## config.mk

```make
export PLATFORM = sky130hd
export DESIGN_NAME = uart_robot_frame_tx
export DESIGN_NICKNAME = d
export VERILOG_FILES = /design/src/rtl/uart_robot_frame_tx.sv
export SDC_FILE = /design/constraint.sdc
export NUM_CORES = 1
export LEC_CHECK = 0
export BUFFER_PORTS_ARGS = -buffer_cell sky130_fd_sc_hd__buf_2
export CORE_MARGIN = 2
export CORE_UTILIZATION = 59
export DETAILED_ROUTE_END_ITERATION = 12
export GPL_TIMING_DRIVEN = 0
export PLACE_DENSITY = 0.86
export SLEW_MARGIN = 10
export SYNTH_ARGS = -nofsm -noshare
export SYNTH_HDL_FRONTEND = slang
export SYNTH_SLANG_ARGS = --single-unit
```

## constraint.sdc

```tcl
create_clock -name sys_clk -period 8.56 [get_ports sys_clk]
set_input_delay 0.428 -clock sys_clk [delete_from_list [all_inputs] [get_ports sys_clk]]
set_output_delay 0.428 -clock sys_clk [all_outputs]
set_load 0.02 [all_outputs]
```

## src/rtl/uart_robot_frame_tx.sv

```systemverilog
// uart_robot_frame_tx
// Sends one frame as back-to-back 8-bit UART characters: an optional header byte,
// 1..MAX_BYTES payload bytes, then an optional checksum (payload sum mod 256).
// Each character is a start bit, 8 data bits LSB first, an optional parity bit
// and 1 or 2 stop bits. Every bit lasts CLK_FREQ/UART_BPS clocks.
module uart_robot_frame_tx #(
  parameter int          CLK_FREQ    = 50_000_000,
  parameter int          UART_BPS    = 115200,
  parameter int          MAX_BYTES   = 16,
  parameter int          PARITY      = 0,
  parameter int          STOP_BITS   = 1,
  parameter int          HEADER_EN   = 1,
  parameter logic [7:0]  HEADER_BYTE = 8'hA5,
  parameter int          CSUM_EN     = 1,
  localparam int         LW          = $clog2(MAX_BYTES + 1)
) (
  input  logic                   sys_clk,
  input  logic                   sys_rst,
  input  logic [MAX_BYTES*8-1:0] s_data,
  input  logic [LW-1:0]          s_len,
  input  logic                   s_valid,
  output logic                   s_ready,
  output logic                   tx,
  output logic                   busy,
  output logic                   tx_done,
  output logic                   err_len
);

  localparam int              BAUD_CNT_MAX = CLK_FREQ / UART_BPS;
  localparam int              CW           = (BAUD_CNT_MAX > 1) ? $clog2(BAUD_CNT_MAX) : 1;
  localparam logic [CW-1:0]   BAUD_LAST    = CW'(BAUD_CNT_MAX - 1);
  localparam logic [2:0]      STOP_LAST    = 3'(STOP_BITS - 1);
  localparam logic [LW-1:0]   LEN_MAX      = LW'(MAX_BYTES);

  typedef enum logic [2:0] {S_IDLE, S_START, S_DATA, S_PARITY, S_STOP} state_t;
  typedef enum logic [1:0] {PH_HDR, PH_PAY, PH_CSUM} phase_t;

  state_t                 r_state;
  state_t                 w_next;
  phase_t                 r_phase;
  logic [CW-1:0]          r_baud_cnt;
  logic [2:0]             r_bit_idx;
  logic [LW-1:0]          r_byte_idx;
  logic [LW-1:0]          r_len;
  logic [MAX_BYTES*8-1:0] r_data;
  logic [7:0]             r_csum;
  logic                   r_tx_done;
  logic                   r_err_len;

  logic                   w_ready;
  logic                   w_fire;
  logic                   w_len_ok;
  logic                   w_bit_end;
  logic                   w_byte_end;
  logic                   w_last_pay;
  logic                   w_last_byte;
  logic [MAX_BYTES*8-1:0] w_shifted;
  logic [7:0]             w_pay_byte;
  logic [7:0]             w_cur_byte;

  assign w_ready     = (r_state == S_IDLE);
  assign w_fire      = s_valid && w_ready;
  assign w_len_ok    = (s_len != '0) && (s_len <= LEN_MAX);
  assign w_bit_end   = (r_baud_cnt == BAUD_LAST);
  assign w_byte_end  = (r_state == S_STOP) && w_bit_end && (r_bit_idx == STOP_LAST);
  assign w_last_pay  = (r_byte_idx == r_len - LW'(1));
  assign w_last_byte = (r_phase == PH_CSUM) || ((r_phase == PH_PAY) && w_last_pay && (CSUM_EN == 0));
  assign w_shifted   = r_data >> {r_byte_idx, 3'b000};
  assign w_pay_byte  = w_shifted[7:0];

  // Select the character currently on the line from the frame phase.
  always_comb begin
    // NOTE: every combinational output gets a default first so no path leaves it unassigned (no latch).
    w_cur_byte = w_pay_byte;
    case (r_phase)
      PH_HDR:  w_cur_byte = HEADER_BYTE;
      PH_CSUM: w_cur_byte = r_csum;
      default: w_cur_byte = w_pay_byte;
    endcase
  end

  // State register.
  always_ff @(posedge sys_clk) begin
    // NOTE: sequential state uses non-blocking assignments so all registers update from pre-edge values.
    if (sys_rst) r_state <= S_IDLE;
    else         r_state <= w_next;
  end

  // Next-state logic: walk the bits of a character, chain characters until the last one.
  always_comb begin
    w_next = r_state;
    case (r_state)
      S_IDLE:   if (w_fire && w_len_ok) w_next = S_START;
      S_START:  if (w_bit_end) w_next = S_DATA;
      S_DATA:   if (w_bit_end && (r_bit_idx == 3'd7)) w_next = (PARITY != 0) ? S_PARITY : S_STOP;
      S_PARITY: if (w_bit_end) w_next = S_STOP;
      S_STOP:   if (w_byte_end) w_next = w_last_byte ? S_IDLE : S_START;
      default:  w_next = S_IDLE;
    endcase
  end

  // Datapath: baud/bit/byte counters, frame phase, running checksum and status pulses.
  always_ff @(posedge sys_clk) begin
    if (sys_rst) begin
      r_baud_cnt <= '0;
      r_bit_idx  <= '0;
      r_byte_idx <= '0;
      r_len      <= '0;
      r_phase    <= PH_HDR;
      r_csum     <= '0;
      r_tx_done  <= 1'b0;
      r_err_len  <= 1'b0;
    end else begin
      r_tx_done <= w_byte_end && w_last_byte;
      r_err_len <= w_fire && !w_len_ok;
      if (w_fire) begin
        r_baud_cnt <= '0;
        r_bit_idx  <= '0;
        r_byte_idx <= '0;
        r_len      <= s_len;
        r_phase    <= (HEADER_EN != 0) ? PH_HDR : PH_PAY;
        r_csum     <= '0;
      end else if (r_state != S_IDLE) begin
        r_baud_cnt <= w_bit_end ? '0 : r_baud_cnt + CW'(1);
        if (w_bit_end) r_bit_idx <= (w_next != r_state) ? 3'd0 : r_bit_idx + 3'd1;
        if (w_byte_end) begin
          case (r_phase)
            PH_HDR: r_phase <= PH_PAY;
            PH_PAY: begin
              r_csum <= r_csum + w_pay_byte;
              if (w_last_pay) begin
                r_byte_idx <= '0;
                r_phase    <= PH_CSUM;
              end else begin
                r_byte_idx <= r_byte_idx + LW'(1);
              end
            end
            default: r_phase <= PH_HDR;
          endcase
        end
      end
    end
  end

  // Payload capture on every handshake.
  always_ff @(posedge sys_clk) begin
    // NOTE: the wide payload register is deliberately not reset; it is always loaded before it is read.
    if (w_fire) r_data <= s_data;
  end

  // Outputs decoded from the current state.
  always_comb begin
    tx      = 1'b1;
    s_ready = w_ready;
    busy    = !w_ready;
    case (r_state)
      S_START:  tx = 1'b0;
      S_DATA:   tx = w_cur_byte[r_bit_idx];
      S_PARITY: tx = (PARITY == 1) ? ~^w_cur_byte : ^w_cur_byte;
      default:  tx = 1'b1;
    endcase
  end

  assign tx_done = r_tx_done;
  assign err_len = r_err_len;

endmodule

```

==> impl_metrics.csv, run 1 <==
group,metric,value,unit
worst_hold_path,min_from,"s_data[53]",
global_routing,grt_start_max_net_pins,86,
yosys,synth-main-ff-cell,"edfxtp_1",
yosys,synth_edf_count,128,
place,gp_congestion,0.878,
global_routing,grt_pass1_wl,23900,µm
drt,vias_per_cell,5.78,
drt,dr_total_vias,4765,
setup_path,cp_max_fo,10,
pwr,p_leak,3.22,nW
yosys,async_flop_share,0,%
clock_tree,clockRootBuffer,"clkbuf_16",
clock_tree,clk_path_buf_depth,2,
clock_tree,cts_tree,"built",
yosys,ys_ff_latch,165,
sta,fin_crit,4.20,ns
sta,max_freq,0.238,GHz
layout,fin_util,71.9,%
drt,drt_wl_total,15100,µm
layout,stdcell_count,825,
place,dp_cells,793,
setup_path,ff2ff_path_depth,17,
worst_hold_path,hold_class,"in -> reg",
place,dpl.hpwl,10900,µm
yosys,syn_nets,656,
sta,max_slew_margin,59.5,%
setup_path,r2r_start,"r_byte_idx[1]$_SDFFE_PP0P_",
global_routing,grt.total_usage,24.6,%
yosys,synth_top_area_share,54.0,%
clock_tree,ctsHoldBuffers,0,
pwr,ir_drop,203,µV
layout,nets,816,
drt,avgRoutedWirePerCell,18.3,µm
setup_path,crit_arrival,3.77,ns
sta,hold_viol_final,0,
clock_tree,numCtsBuffers,17,
floorplanning,die_w,114,µm
setup_path,setup.worst_path.start_class,"flip-flop",
yosys,netlist_instances,505,
global_routing,antenna_found_initial,0,
clock_tree,cts_setup_buffers,0,
drt,wl_met3,979,µm
clock_tree,clkLatencyLatePin,0.43,ns
clock_tree,clock_sinks,165,
floorplanning,dieArea,0.0129,mm²
clock_tree,path_clk_slew,0.07,ns
setup_path,cp-end-kind,"output pin",
drt,drc,0,
yosys,synth_common_cells,"128 x edfxtp_1, 42 x nor2_1, 37 x dfxtp_1, 37 x nand2_1, 31 x a21oi_1",
worst_hold_path,min_path_cells,1,
yosys,ys_warn_count,0,
yosys,synthDistinctLibCells,54,
setup_path,critPathRequiredTime,8.13,ns
setup_path,r2r-end,"r_csum[7]$_SDFFE_PP0P_",
drt,ant_nets,0,
sta,maxSlewViolCount,0,
global_routing,grt_remaining_overflow,0,
drt,highest_layer,"met4",
layout,drive_gt1_share,31.4,%
drt,met1_length,5930,µm
sta,fin_crit_sh,49.0,%
layout,syn2layout_area_growth,20.5,%
worst_hold_path,holdPathEnd,"r_data[53]$_DFFE_PP_",
yosys,seq_area_frac_synth,64.5,%
run,cap_viol_max_count,0,
global_routing,grt_pass1_vias,4779,
setup_path,critical_path_class,"reg -> out",
yosys,avgSynthCellArea,14.1,µm²
floorplanning,core_area,0.0119,mm²
layout,antenna_cells,0,
sta,finalClockSkew,0.00759,ns
outcome,status,"finished clean",
sta,grt_setup_unrepaired,"false",
sta,finalSetupTns,0,ns
yosys,synth_area,0.00711,mm²
clock_tree,cts-resized-gates,0,
sta,setup_viol,0,
drt,met2WireLength,7790,µm
yosys,synth_most_common_cell,"edfxtp_1",
floorplanning,row_count,40,
place,io_buffer_count,140,
yosys,ys_top_cells_by_area,"edfxtp_1 54%, dfxtp_1 10%, mux4_2 7.3%",
floorplanning,io_pins,141,
yosys,synth_top_area_cell,"edfxtp_1",
floorplanning,start_util,59.7,%
clock_tree,htree_levels,4,
drt,drtIter0Drc,367,
setup_path,ff2ff_setup_slack,4.53,ns
drt,firstDrtPassIters,5,
floorplanning,fp.dieH,114,µm
pwr,pwr_density_cell,203,mW/mm²
sta,worstMarginPinSlew,0.607,ns
[registers in the layout, summed over array words and instances, names as in the netlist]
register    flops
tx_done         1
r_data        128
r_csum          8
r_bit_idx       3
err_len         1
r_len           5
r_state         3
r_byte_idx      5
r_baud_cnt      9
r_phase         2
[worst max-delay path, cell delays in order (launching register included)]
cell and delay (ns):
dfxtp_1 0.33, buf_2 0.27, buf_2 0.33, buf_2 0.36, mux4_2 0.35, a22o_1 0.21
a22oi_1 0.15, o21ai_0 0.21, xor2_1 0.21, xnor2_1 0.20, xnor3_1 0.25, o31ai_1 0.25
buf_2 0.22
[worst max-delay path by stage]
stage / startpoint / to / slack, ns
finish: r_byte_idx[1]$_SDFFE_PP0P_ / tx / 4.36
global route: r_byte_idx[1]$_SDFFE_PP0P_ / tx / 4.17
CTS: r_byte_idx[1]$_SDFFE_PP0P_ / tx / 4.33
detailed placement: r_byte_idx[1]$_SDFFE_PP0P_ / r_csum[7]$_SDFFE_PP0P_ / 4.59
global placement: r_state[2]$_SDFF_PP0_ / r_bit_idx[1]$_SDFFE_PP0P_ / 2.20
floorplan: r_state[2]$_SDFF_PP0_ / r_bit_idx[1]$_SDFFE_PP0P_ / 3.43
[cell type report]
type	count	area, µm²
flip-flops and latches	165	4580
fillers	740	3340
multi-input cells	299	2320
repair buffers	141	728
clock buffers	19	433
well taps	147	184
plain buffers	23	135
clock inverters	13	108
inverters	18	72.6
[metal layers]
metal,GRT usage (%),vias to the layer above
li1,-,2210
met1,30.3,2286
met2,41.6,232
met3,5.90,37
met4,11.4,0
met5,0,-
[cells in the final DEF (no fill, tap or decap), types with 3 or more instances in the layout]
cell and count:
inv_6 3, xnor2_1 19, o22ai_1 3, edfxtp_1 128, clkinvlp_4 4, dfxtp_1 37
clkbuf_1 9, or3_1 4, ha_1 14, nand2b_1 4, nor3_1 9, a221oi_1 4
buf_4 3, nand3_1 8, mux2i_1 23, a211oi_1 5, o21bai_1 4, clkbuf_16 17
a21oi_1 31, nand2_1 37, xor2_1 13, o21ai_0 13, mux4_2 23, nor2b_1 4
nor2_1 42, clkinv_1 3, a22oi_1 6, o21a_1 3, inv_1 17, buf_2 150
[power breakdown]
part	switching [mW]	internal (mW)
combinational	0.0571	0.0483
sequential	0.0141	0.917
clock	0.302	0.398
total	0.373	1.36
[per-stage QoR]
stage               instance area, µm²  power [mW]  hold slack (ns)  setup WS, ns
floorplan                         7110        1.00            0.448          3.43
global placement                  8000        1.05            0.461          2.20
detailed placement                8030        1.05            0.467          4.59
CTS                               8570        1.74            0.157          4.33
global route                      8570        1.79            0.162          4.17
finish                            8570        1.74            0.170          4.36
[cell families after synthesis]
kind of cell | count (synthesis) | share of synthesized area, %
AOI/OAI and AO/OA | 82 | 7.25
xor gates and xnor gates | 33 | 4.26
and+or+nand+nor | 122 | 7.76
adders and majority gates | 15 | 2.74
buffers and inverters | 41 | 2.85
muxes | 47 | 10.7
DFF | 165 | 64.5
Note: power is estimated with default switching activity, not from simulation.
==> run 2: changes to the inputs <==
--- a/config.mk
+++ b/config.mk
@@ -5,12 +5,13 @@
 export SDC_FILE = /design/constraint.sdc
 export NUM_CORES = 1
 export LEC_CHECK = 0
+export ABC_AREA = 1
 export BUFFER_PORTS_ARGS = -buffer_cell sky130_fd_sc_hd__buf_2
 export CORE_MARGIN = 2
-export CORE_UTILIZATION = 59
+export CORE_UTILIZATION = 51
 export DETAILED_ROUTE_END_ITERATION = 12
 export GPL_TIMING_DRIVEN = 0
-export PLACE_DENSITY = 0.86
+export PLACE_DENSITY = 0.78
 export SLEW_MARGIN = 10
 export SYNTH_ARGS = -nofsm -noshare
 export SYNTH_HDL_FRONTEND = slang
==> constraint.sdc (replaced) <==
create_clock -name sys_clk -period 3.58 [get_ports sys_clk]
set_input_delay 0.179 -clock sys_clk [delete_from_list [all_inputs] [get_ports sys_clk]]
set_output_delay 0.179 -clock sys_clk [all_outputs]
set_load 0.02 [all_outputs]
==> run 2 against run 1 <==
  * Total power rose to 2.5 times the previous value
  * Worst hold slack worse by 0.16 ns
  * Clock skew up 0.0025 ns
  * Sequential cell count unchanged
  * Design area up 26%
  * Synthesized area up 12%
  * Clock-buffer cell count down 1
  * Register-to-register slack worse by 4.3 ns
  * Global-route usage up 5.1 points
  * Synthesized cell count up 79%
  * Sequential share of layout area down 11 points
  * Critical endpoint is now r_csum[7]$_SDFFE_PP0P_
  * Largest power group unchanged
==> impl_metrics.csv, run 2 <==
group,metric,value,unit
global_routing,grt_remaining_overflow,0,
drt,drt_wl_total,23900,µm
layout,fin_util,71.0,%
setup_path,cp_max_fo,10,
yosys,ys_warn_count,0,
global_routing,grt.total_usage,29.7,%
setup_path,max_stage_delay,0.49,ns
sta,fin_crit,3.31,ns
place,io_buffer_count,140,
drt,drc,0,
pwr,pwr_density_cell,407,mW/mm²
sta,finalClockSkew,0.0100,ns
yosys,synthXorXnorAreaFrac,1.43,%
drt,dr_total_vias,7434,
yosys,synth_common_cells,"303 x nand2_1, 140 x inv_1, 128 x edfxtp_1",
global_routing,antenna_found_initial,0,
place,dpl.hpwl,13100,µm
sta,hold_viol_final,0,
worst_hold_path,hold_class,"in -> reg",
floorplanning,dieArea,0.0166,mm²
layout,layout_common_cells,"303 x nand2_1, 152 x buf_2, 139 x inv_1, 129 x dlygate4sd3_1, 128 x edfxtp_1",
floorplanning,fp.dieH,129,µm
global_routing,grt_pass1_vias,7410,
clock_tree,cts_tree,"built",
setup_path,setup.worst_path.start_class,"flip-flop",
yosys,synth_top_area_share,48.4,%
drt,drtIter0Drc,698,
floorplanning,die_w,129,µm
worst_hold_path,min_from,"s_len[2]",
floorplanning,io_pins,141,
yosys,seq_area_frac_synth,57.7,%
sta,max_freq,0.302,GHz
pwr,p_sw_share,23.7,%
place,gp_congestion,0.874,
yosys,synth_top_area_cell,"edfxtp_1",
place,placed_area,0.00895,mm²
yosys,synth_compound_area_share,4.71,%
layout,drive_gt1_share,17.1,%
yosys,yosys.area_share.simple,24.3,%
global_routing,use_met1,34.0,%
yosys,avgSynthCellArea,8.77,µm²
global_routing,gr-usage-met2,52.0,%
layout,top_regs,"r_data: 128 flops, r_baud_cnt: 9 flops, r_csum: 8 flops",
yosys,syn_nets,1057,
yosys,synth_area,0.00795,mm²
place,dp_cells,1237,
layout,nets,1348,
pwr,switchingPower,1.04,mW
layout,largest-register,"r_data",
setup_path,cp_top_family,"simple AND/OR/NAND/NOR gates",
pwr,p_leak,4.95,nW
clock_tree,path_clk_slew,0.07,ns
setup_path,critPathSlowestCell,"clkbuf_1",
layout,largest_reg_flops,128,
drt,ant_nets,0,
yosys,synth-main-ff-cell,"edfxtp_1",
global_routing,grt_pass1_wl,37000,µm
yosys,synth_edf_count,128,
yosys,synthMuxAreaShare,0,%
clock_tree,clockRootBuffer,"clkbuf_16",
sta,fin_crit_sh,92.6,%
sta,worstMarginPinSlew,0.710,ns
yosys,synth_top_family_by_area,"simple AND/OR/NAND/NOR gates",
yosys,netlist_instances,906,
sta,maxSlewViolCount,0,
outcome,status,"finished clean",
setup_path,cp-end-kind,"flip-flop",
layout,stdcell_count,1399,
setup_path,critPathRequiredTime,3.90,ns
yosys,synthAdderAreaFrac,2.46,%
yosys,synthDistinctLibCells,37,
floorplanning,core_area,0.0152,mm²
setup_path,critical_path_class,"reg -> reg",
pwr,clkPwrFrac,40.3,%
sta,grt_setup_unrepaired,"false",
setup_path,crit_arrival,3.64,ns
global_routing,grt_start_max_net_pins,43,
layout,mostFrequentLayoutCell,"nand2_1",
yosys,ys_top_cells_by_area,"edfxtp_1 48%, nand2_1 14%, dfxtp_1 9.3%",
clock_tree,clk_path_buf_depth,2,
clock_tree,clkLatencyLatePin,0.44,ns
global_routing,grt_busiest_layer,"met2",
pwr,ir_drop,316,µV
sta,max_slew_margin,52.5,%
layout,syn2layout_area_growth,35.8,%
yosys,synth_most_common_cell,"nand2_1",
layout,final_area,0.0108,mm²
clock_tree,cts-resized-gates,0,
clock_tree,cts_setup_buffers,0,
sta,finalSetupTns,0,ns
floorplanning,row_count,45,
drt,vias_per_cell,5.31,
setup_path,path_buf_inv,3,
floorplanning,start_util,52.3,%
run,cap_viol_max_count,0,
sta,setup_viol,0,
setup_path,r2r_start,"r_byte_idx[1]$_SDFFE_PP0P_",
yosys,ys_ff_latch,165,
setup_path,critPathLaunch,"r_byte_idx[1]$_SDFFE_PP0P_",
clock_tree,numCtsBuffers,17,
pwr,p_int,3.35,mW
pwr,combPwrFrac,9.3,%
global_routing,use_met3,6.03,%
clock_tree,clock_sinks,165,
yosys,async_flop_share,0,%
clock_tree,htree_levels,4,
drt,avgRoutedWirePerCell,17.1,µm
drt,firstDrtPassIters,6,
setup_path,worstPathCellList,"buf_4 -> clkbuf_1 -> nand3_1 -> nand3_1 -> nand3_1 -> nand2_1 -> nand2_1 -> inv_1 -> ha_1 -> a21oi_1 -> nand2_1 -> a21oi_1 -> o21bai_1 -> nand2_1 -> a21boi_0 -> o21bai_1 -> nand3_1 -> o21ai_0 -> a21oi_1",
pwr,p_seq_share,50.4,%
[run 2: per-layer routing]
metal	vias up	wire, µm
li1	3493	-
met1	3431	8930
met2	421	12200
met3	89	1720
met4	0	1110
met5	-	0
[run 2: logic make-up (layout without fill, tap and decap cells)]
kind of cell,after synthesis,count (layout)
compound gates,69,69
xor+xnor,13,13
fa+ha+maj,15,15
buf+inv,175,479
flops,165,165
other cells,0,1
simple gates,469,469
[run 2: metrics by stage]
stage	total power, mW	worst slack, ns	hold WS (ns)
finish	4.39	0.266	0.00621
global route	4.52	0.135	0.00894
CTS	4.32	0.362	0.00350
detailed placement	2.52	0.374	0.357
global placement	2.51	-0.411	0.356
floorplan	2.39	0.463	0.248
[run 2: path summary, 6_finish.rpt]
check | endpoint | slack (ns) | cells past startpoint
max | r_csum[7]$_SDFFE_PP0P_ | 0.27 | 19
max reg2reg | r_csum[7]$_SDFFE_PP0P_ | 0.27 | 19
min reg2reg | r_csum[0]$_SDFFE_PP0P_ | 0.49 | 2
min | r_len[2]$_SDFFE_PP0P_ | 0.006 | 3
[run 2: worst min-delay path, stage by stage]
cell     delay (ns)
buf_2          0.07
inv_1          0.04
o22ai_1        0.10
[run 2: what timing repair did]
item	in CTS	in global routing
setup endpoints to repair	0	0
hold buffers	128	1
hold endpoints to repair	128	1
[run 2: cell type report]
cell class,count,area (µm²)
diodes,1,2.50
well taps,188,235
plain buffers,28,195
inverters,147,556
multi-input cells,566,2620
clock buffers,18,429
clock inverters,14,124
repair buffers,272,2050
fillers,979,4410
flip-flops and latches,165,4580
[run 2: power groups by stage]
stage,Combinational [mW],Sequential [mW],Clock [mW]
finish,0.407,2.21,1.77
global route,0.441,2.22,1.86
CTS,0.379,2.21,1.73
detailed placement,0.271,2.25,0
global placement,0.255,2.25,0
floorplan,0.141,2.25,0
==> run 3: changes to the inputs <==
--- a/config.mk
+++ b/config.mk
@@ -12,6 +12,7 @@
 export DETAILED_ROUTE_END_ITERATION = 12
 export GPL_TIMING_DRIVEN = 0
 export PLACE_DENSITY = 0.78
+export REMOVE_ABC_BUFFERS = 1
 export SLEW_MARGIN = 10
 export SYNTH_ARGS = -nofsm -noshare
 export SYNTH_HDL_FRONTEND = slang
==> run 3 against run 2 <==
  * Design area decreased by 0.87%
  * Largest power group unchanged
  * Critical endpoint unchanged
  * Sequential power about the same
  * Utilization decreased by 0.62 points
  * Clock power increased by 5%
  * Via count about the same
  * Maximum frequency increased by 2.6%
  * Die area unchanged
  * Global-route usage about the same
  * Largest cell class unchanged
==> impl_metrics.csv, run 3 (synthesized netlist as in run 2, its figures left out) <==
group,metric,value,unit
drt,dr_total_vias,7427,
setup_path,critPathRequiredTime,3.90,ns
floorplanning,die_w,129,µm
layout,nets,1321,
clock_tree,cts_tree,"built",
clock_tree,clk_path_buf_depth,2,
global_routing,grt_start_max_net_pins,69,
setup_path,crit_arrival,3.55,ns
layout,largest-register,"r_data",
layout,mostFrequentLayoutCell,"nand2_1",
global_routing,use_met3,6.74,%
clock_tree,clkLatencyLatePin,0.44,ns
sta,finalClockSkew,0.0152,ns
sta,setup_ws,0.351,ns
sta,fin_crit,3.23,ns
layout,largest_reg_flops,128,
drt,drc,0,
outcome,status,"finished clean",
drt,avgRoutedWirePerCell,17.9,µm
floorplanning,fp.dieH,129,µm
setup_path,setup.worst_path.start_class,"flip-flop",
sta,setup_viol,0,
layout,drive_gt1_share,16.1,%
floorplanning,io_pins,141,
floorplanning,start_util,52.3,%
floorplanning,dieArea,0.0166,mm²
global_routing,use_met1,33.4,%
clock_tree,path_clk_slew,0.07,ns
drt,vias_per_cell,5.40,
setup_path,ff2ff_setup_slack,0.35,ns
setup_path,cp-end-kind,"flip-flop",
sta,max_freq,0.310,GHz
place,dpl_worst_slack,-0.416,ns
pwr,ir_drop,342,µV
sta,grt_setup_unrepaired,"false",
clock_tree,clockRootBuffer,"clkbuf_16",
sta,hold_viol_final,0,
drt,firstDrtPassIters,10,
global_routing,grt_remaining_overflow,0,
sta,maxSlewViolCount,0,
floorplanning,core_area,0.0152,mm²
setup_path,ff2ff_path_depth,21,
global_routing,grt_pass1_vias,7477,
clock_tree,htree_levels,4,
worst_hold_path,holdPathEnd,"r_len[0]$_SDFFE_PP0P_",
setup_path,critical_path_class,"reg -> reg",
place,dpl.hpwl,11600,µm
layout,syn2layout_area_growth,34.6,%
drt,drt_wl_total,24600,µm
global_routing,antenna_found_initial,2,
drt,drtIter0Drc,710,
floorplanning,row_count,45,
sta,finalSetupTns,0,ns
setup_path,r2r-end,"r_csum[7]$_SDFFE_PP0P_",
global_routing,grt_pass1_wl,37600,µm
global_routing,grt_busiest_layer,"met2",
pwr,p_leak,4.86,nW
run,cap_viol_max_count,0,
drt,ant_nets,0,
sta,max_slew_margin,56.8,%
place,io_buffer_count,140,
clock_tree,clock_sinks,165,
sta,worstMarginPinSlew,0.648,ns
layout,top_regs,"r_data: 128 flops, r_baud_cnt: 9 flops, r_csum: 8 flops",
place,gp_congestion,0.867,
clock_tree,numCtsBuffers,17,
worst_hold_path,min_path_cells,3,
global_routing,grt.total_usage,29.7,%
setup_path,cp_max_fo,56,
global_routing,gr-usage-met2,52.2,%
layout,layout_common_cells,"303 x nand2_1, 140 x buf_2, 139 x inv_1, 129 x dlygate4sd3_1, 128 x edfxtp_1",
pwr,pwr_density_cell,417,mW/mm²
worst_hold_path,hold_class,"in -> reg",
worst_hold_path,min_from,"s_len[0]",
setup_path,r2r_start,"r_byte_idx[0]$_SDFFE_PP0P_",
sta,fin_crit_sh,90.2,%
[run 3: changes by cell type in the layout (fill, tap and decap cells not counted), sizes merged]
cell	delta
clkinv	-4
bufinv	+1
diode	+3
clkinvlp	+1
clkbuf	-3
buf	-23
inv	+1
[run 3: timing repair]
action | in CTS | in global routing
endpoints found under the setup margin | 5 | 3
hold endpoints to repair | 131 | 0
gates resized for setup | 2 | 7
hold buffers | 129 | 0
buffers inserted | 1 | 2
[run 3: layer usage]
layer | wire (µm) | vias up
li1 | - | 3440
met1 | 8600 | 3408
met2 | 12700 | 464
met3 | 2130 | 115
met4 | 1250 | 0
met5 | 0 | -
[run 3: cell type report]
type / instances / area [µm²]
clock inverter: 13 / 145
inverter: 147 / 571
tap: 188 / 235
sequential: 165 / 4590
clock buffer: 19 / 433
antenna: 4 / 10.0
multi-input combinational: 566 / 2620
fill: 987 / 4500
timing repair buffer: 273 / 2090
[run 3: worst max path at each step]
stage / depth (start not counted) / slack (ns) / from / end
2_1_floorplan: 7 / -0.87 / r_state[1]$_SDFF_PP0_ / r_len[4]$_SDFFE_PP0P_
3_3_place_gp: 18 / -2.42 / r_byte_idx[0]$_SDFFE_PP0P_ / r_csum[7]$_SDFFE_PP0P_
3_5_place_dp: 18 / -0.42 / r_byte_idx[0]$_SDFFE_PP0P_ / r_csum[7]$_SDFFE_PP0P_
4_1_cts: 21 / 0.13 / r_byte_idx[1]$_SDFFE_PP0P_ / r_csum[7]$_SDFFE_PP0P_
5_1_grt: 22 / 0.04 / r_byte_idx[0]$_SDFFE_PP0P_ / r_csum[7]$_SDFFE_PP0P_
6_report: 21 / 0.35 / r_byte_idx[0]$_SDFFE_PP0P_ / r_csum[7]$_SDFFE_PP0P_
[run 3: where the power goes]
part	leakage (nW)	internal, mW	switching (mW)
Sequential	1.54	2.18	0.0361
Clock	0.283	1.04	0.807
Combinational	3.04	0.201	0.201
Total	4.86	3.42	1.04
[run 3: metrics by stage]
step                      hold slack [ns]  power, mW  instances  area, µm²  utilization (%)
final                             0.00690       4.46       1375      10700             70.4
after global routing               0.0198       4.57       1374      10700             70.4
after CTS                        0.000810       4.39       1369      10600             69.9
after detailed placement            0.357       2.50       1207       8720             57.4
after global placement              0.356       2.50       1206       8690             57.1
after floorplan                     0.248       2.39        878       7750                -
[run 3: critical path, cell delays in order, from the launching register on]
cell and delay (ns):
dfxtp_4 0.61, inv_8 0.22, nand2_1 0.14, nand3_1 0.09
nand2_1 0.10, nand2_1 0.07, nand2_1 0.10, inv_1 0.06
nand2_1 0.08, nand2_1 0.11, inv_1 0.09, ha_1 0.27
a21oi_1 0.16, nand2_1 0.09, a21oi_1 0.17, o21bai_1 0.11
nand2_1 0.09, a21boi_0 0.08, o21bai_1 0.12, nand3_1 0.10
o21ai_0 0.17, a21oi_1 0.06
